[src/rtl/roteamento_pkg.sv]
// Shared widths and FSM state type for the channel scan router.
package roteamento_pkg;

  localparam int unsigned BITS     = 4;
  localparam int unsigned SEL_BITS = 2;

  typedef enum logic [1:0] {
    StIdle,
    StLoad,
    StPresent,
    StDone
  } state_t;

endpackage

[src/rtl/banco_canais.sv]
// Channel register bank with combinational read mux; optional written flags
// under SKIP_EMPTY_EN.
module banco_canais #(
  parameter int unsigned BITS     = 4,
  parameter int unsigned SEL_BITS = 2
) (
  input  logic                      i_clk,
  input  logic                      i_reset,
  input  logic                      i_wr_en,
  input  logic [SEL_BITS-1:0]       i_wr_addr,
  input  logic [BITS-1:0]           i_wr_data,
  input  logic [SEL_BITS-1:0]       i_rd_addr,
  output logic [BITS-1:0]           o_rd_data
`ifdef SKIP_EMPTY_EN
  ,
  output logic [(1<<SEL_BITS)-1:0]  o_written
`endif
);

  localparam int unsigned NumCh = 1 << SEL_BITS;

  logic [BITS-1:0] r_mem [NumCh];

  always_ff @(posedge i_clk or posedge i_reset) begin
    if (i_reset) begin
      for (int i = 0; i < NumCh; i++) r_mem[i] <= '0;
    end else if (i_wr_en) begin
      r_mem[i_wr_addr] <= i_wr_data;
    end
  end

  // Reads see the pre-write value, so a same-cycle write and load capture old data.
  assign o_rd_data = r_mem[i_rd_addr];

`ifdef SKIP_EMPTY_EN
  logic [NumCh-1:0] r_written;

  always_ff @(posedge i_clk or posedge i_reset) begin
    if (i_reset) begin
      r_written <= '0;
    end else if (i_wr_en) begin
      r_written[i_wr_addr] <= 1'b1;
    end
  end

  assign o_written = r_written;
`endif

endmodule

[src/rtl/varredura_roteamento.sv]
// Scans the channel bank and presents each word on a valid/ready output.
// Define SKIP_EMPTY_EN to present only channels that have been written.
module varredura_roteamento
  import roteamento_pkg::*;
#(
  parameter int unsigned BITS     = roteamento_pkg::BITS,
  parameter int unsigned SEL_BITS = roteamento_pkg::SEL_BITS
) (
  input  logic                clk,
  input  logic                reset,
  input  logic                wr_en,
  input  logic [SEL_BITS-1:0] wr_addr,
  input  logic [BITS-1:0]     wr_data,
  input  logic                start,
  input  logic                continuo,
  input  logic                stop,
  output logic [SEL_BITS-1:0] SEL,
  output logic [BITS-1:0]     Saida,
  output logic                saida_valid,
  input  logic                saida_ready,
  output logic                busy,
  output logic                done
);

  localparam int unsigned NumCh = 1 << SEL_BITS;

  state_t              r_state;
  logic [SEL_BITS-1:0] r_sel;
  logic [BITS-1:0]     r_saida;
  logic                r_valid;
  logic                r_busy;
  logic                r_done;
  logic                r_cont;
  logic                r_stop_req;

  logic [BITS-1:0]     w_rd_data;
  logic [SEL_BITS-1:0] w_first;
  logic [SEL_BITS-1:0] w_next;
  logic                w_is_last;
  logic                w_xfer;
  logic                w_stop;

`ifdef SKIP_EMPTY_EN
  logic [NumCh-1:0]    w_written;
  logic                w_any;
`endif

  banco_canais #(
    .BITS     (BITS),
    .SEL_BITS (SEL_BITS)
  ) u_banco (
    .i_clk     (clk),
    .i_reset   (reset),
    .i_wr_en   (wr_en),
    .i_wr_addr (wr_addr),
    .i_wr_data (wr_data),
    .i_rd_addr (r_sel),
    .o_rd_data (w_rd_data)
`ifdef SKIP_EMPTY_EN
    ,
    .o_written (w_written)
`endif
  );

`ifdef SKIP_EMPTY_EN
  // Downward scan leaves the lowest written channel in w_first and the
  // closest written channel above r_sel in w_next.
  always_comb begin
    w_any     = |w_written;
    w_first   = '0;
    w_next    = r_sel;
    w_is_last = 1'b1;
    for (int i = NumCh - 1; i >= 0; i--) begin
      if (w_written[i]) begin
        w_first = SEL_BITS'(i);
        if (SEL_BITS'(i) > r_sel) begin
          w_next    = SEL_BITS'(i);
          w_is_last = 1'b0;
        end
      end
    end
  end
`else
  always_comb begin
    w_first   = '0;
    w_next    = r_sel + 1'b1;
    w_is_last = (r_sel == SEL_BITS'(NumCh - 1));
  end
`endif

  assign w_xfer = (r_state == StPresent) && r_valid && saida_ready;
  // A stop arriving on the transfer cycle itself still ends the scan there.
  assign w_stop = r_stop_req || (stop && r_cont);

  always_ff @(posedge clk or posedge reset) begin
    if (reset) begin
      r_state    <= StIdle;
      r_sel      <= '0;
      r_saida    <= '0;
      r_valid    <= 1'b0;
      r_busy     <= 1'b0;
      r_done     <= 1'b0;
      r_cont     <= 1'b0;
      r_stop_req <= 1'b0;
    end else begin
      case (r_state)
        StIdle: begin
          r_done     <= 1'b0;
          r_stop_req <= 1'b0;
          if (start) begin
            r_cont <= continuo;
            r_busy <= 1'b1;
`ifdef SKIP_EMPTY_EN
            if (!w_any) begin
              r_state <= StDone;
              r_done  <= 1'b1;
            end else begin
              r_sel   <= w_first;
              r_state <= StLoad;
            end
`else
            r_sel   <= w_first;
            r_state <= StLoad;
`endif
          end
        end
        StLoad: begin
          r_saida <= w_rd_data;
          r_valid <= 1'b1;
          r_state <= StPresent;
          if (stop && r_cont) r_stop_req <= 1'b1;
        end
        StPresent: begin
          if (w_xfer) begin
            r_valid <= 1'b0;
            if (w_stop || (w_is_last && !r_cont)) begin
              r_state <= StDone;
              r_done  <= 1'b1;
            end else begin
              r_sel   <= w_is_last ? w_first : w_next;
              r_state <= StLoad;
            end
          end else if (stop && r_cont) begin
            r_stop_req <= 1'b1;
          end
        end
        StDone: begin
          r_done     <= 1'b0;
          r_busy     <= 1'b0;
          r_stop_req <= 1'b0;
          r_state    <= StIdle;
        end
        default: r_state <= StIdle;
      endcase
    end
  end

  assign SEL         = r_sel;
  assign Saida       = r_saida;
  assign saida_valid = r_valid;
  assign busy        = r_busy;
  assign done        = r_done;

endmodule

[config.mk]
export PLATFORM = sky130hd
export DESIGN_NAME = varredura_roteamento
export DESIGN_NICKNAME = d
export VERILOG_FILES = /design/src/rtl/roteamento_pkg.sv /design/src/rtl/banco_canais.sv /design/src/rtl/varredura_roteamento.sv
export SDC_FILE = /design/constraint.sdc
export NUM_CORES = 1
export LEC_CHECK = 0
export CORE_AREA = 4 4 58 60
export DETAILED_ROUTE_END_ITERATION = 7
export DIE_AREA = 0 0 62 64
export DONT_BUFFER_PORTS = 1
export SETUP_SLACK_MARGIN = 0.05
export SLEW_MARGIN = 20
export SYNTH_ARGS = -nofsm -noshare
export SYNTH_HDL_FRONTEND = slang
export SYNTH_HIERARCHICAL = 1
export SYNTH_SLANG_ARGS = --single-unit
[constraint.sdc]
create_clock -name clk -period 1.75 [get_ports clk]
set_input_delay 0.35 -clock clk [delete_from_list [all_inputs] [get_ports clk]]
set_output_delay 0.35 -clock clk [all_outputs]
set_load 0.02 [all_outputs]
==> qor.txt <==
Cell with the most instances after synthesis = dfrtp_1
Number of global-route vias before repair = 939
Unrepaired setup endpoints after global routing = false
CTS H-tree lvls = 2
Worst skew pair latency = 0.33 ns
Final Hold Fails = 0
WL/cell = 17.7 um
Max-Cap Viols = 0
Via/cell ratio = 5.76
Routed WL = 2540 um
Clk sinks = 29
Rel. slew slack = 0.604
Max Freq = 0.655 GHz
Final setup fails = 0
1st-iter DRT viols = 24
Clk_skew = 0.0121 ns
Final Power = 2.75 mW
Yosys reg bits = 29
Post-synthesis cell count = 99
Clock-pin slew on the worst setup and hold paths = 0.10 ns
Final worst slack = 0.223 ns
Final period util = 0.873
Post-synth top cells = 29 x dfrtp_1, 21 x mux2_2, 8 x inv_1
Hold_sp = saida_ready
RR Startpoint = r_state[0]
# diodes = 0
Post-synthesis sequential area ratio = 0.520
Synth cell types = 27
# port buffers = 0
Layout net count = 127
CP endpoint kind = flop
Syn nets = 117
Number of top-level pins = 22
Launch point of the critical path = r_state[0]
Crit-path max FO = 9
Number of fill cells in the layout = 253
VDD IR max = 0.00129 V
Primary FF master, synth = dfrtp_1
Post-Layout Cell Count = 143
Worst endpoint data arrival time = 1.79 ns
Worst slew pin tran = 0.593 ns
Area growth syn-to-layout = 12.5%
FP Rows = 20
Maximum clock path buffer count = 2
TNS Setup = 0 ns
WHS = 0.0997 ns
CP Launch Type = flop
Final Instance Area = 1570 um^2
GRT overflow = 0
Mapped Area = 1400 um^2
Yosys warning count = 6
Root Buffer = clkbuf_4
Worst min-delay path class = in2reg
Layout cells sized above 1 = 0.400
Fin util = 0.536
Cell taking the most area after synthesis = dfrtp_1
Die width = 62 um
DP Area = 1460 um^2
Iteration count of the initial detailed-routing pass = 4
Inst Count DP = 134
Post-synth EDFFs = 0
Vias = 824
Pin count of the biggest net entering global routing = 17
GRT Total Usage = 0.158
Post-Synthesis Mean Instance Area = 14.1 um^2
Synth area leaders = dfrtp_1 52%, mux2_2 17%, mux4_2 6.5%
P_leak = 0.685 nW
Initial core utilization = 0.477
DIE AREA = 3970 um^2
Core Region = 2930 um^2
Clock buffer count from CTS = 5
Die Y = 64 um
Yosys top cell area share = 0.520
Global-route wire length before repair = 4350 um
Final Wtd Congestion = 0.784
PwrDens = 1750 nW/um^2
Dpl ws = 0.159 ns
DRC violations left = 0
Final-report max-slew violation count = 0
CTS tree = done
Final HPWL DP = 1870 um
Antenna violations before repair = 0
Required @ worst endpoint = 2.02 ns
Status = completed
Ys async rst share = 1.00
Setup CP Type = reg2reg
Min Tclk post-route = 1.53 ns
Antenna Violating Nets Remaining = 0
-- report_power, final --
group	internal [mW]	switching, mW	leakage [nW]
registers	0.888	0.262	0.349
logic	0.486	0.425	0.280
clock network	0.442	0.248	0.0552
total	1.82	0.935	0.685
-- worst max-delay path: stages (launching register included) --
cell,delay (ns)
dfrtp_1,0.44
inv_1,0.10
ha_2,0.27
nand3_2,0.16
nor4b_4,0.29
mux2i_1,0.21
-- what timing repair did --
action	in CTS	in global routing
hold endpoints to repair	29	0
setup endpoints to repair	0	3
setup buffers	0	0
hold buffers	1	0
gates resized for setup	0	1
-- path summary, 6_finish.rpt --
| check | slack [ns] | to | cells past startpoint |
|---|---|---|---|
| min in group asynchronous | 0.50 | done | 2 |
| max in group asynchronous | 0.81 | u_banco/r_mem[5] | 2 |
| min reg2reg | 0.51 | u_banco/r_mem[5] | 1 |
| max reg2reg | 0.22 | SEL[0] | 5 |
| max | 0.22 | SEL[0] | 5 |
| min | 0.1 | saida_valid | 1 |
-- per-layer routing --
metal  global-route usage  wire length (um)  vias up
met2                0.241              1290       24
met5                    0                 0        -
met3               0.0727               161        7
met4               0.0928                65        0
li1                     -                 -      378
met1                0.174              1020      415
-- cells by family after synthesis --
family          count (synthesis)  synth area share
mux                            28             0.259
simple gates                   14            0.0807
compound gates                 14            0.0708
buf+inv                         9            0.0251
flops                          29             0.520
fa+ha+maj                       5            0.0448
-- placed cells by master (no fill, tap or decap), drive strengths merged, types with 2 or more instances in the layout --
cell,instances
a21oi,3
a31oi,3
buf,3
bufinv,2
clkbuf,5
dfrtp,29
ha,5
inv,8
mux2,22
mux2i,2
mux4,4
nand2,2
nand3,2
nand3b,2
nor2,2
o21ai,3
or2,2
-- final cells by class --
type	instances	area [um^2]	share of cell area
clock buffer	5	37.5	0.0239
clock inverter	3	65.1	0.0414
inverter	8	30.0	0.0191
multi-input combinational	61	638	0.406
sequential	29	726	0.462
tap	33	41.3	0.0263
timing repair buffer	4	32.5	0.0207
-- flip-flops by register name, indices dropped and copies added, names as in the netlist --
register / flops
SEL: 2
r_state: 2
Saida: 4
r_stop_req: 1
saida_valid: 1
busy: 1
done: 1
u_banco/r_mem: 16
r_cont: 1
(Power assumes the default switching activity.)
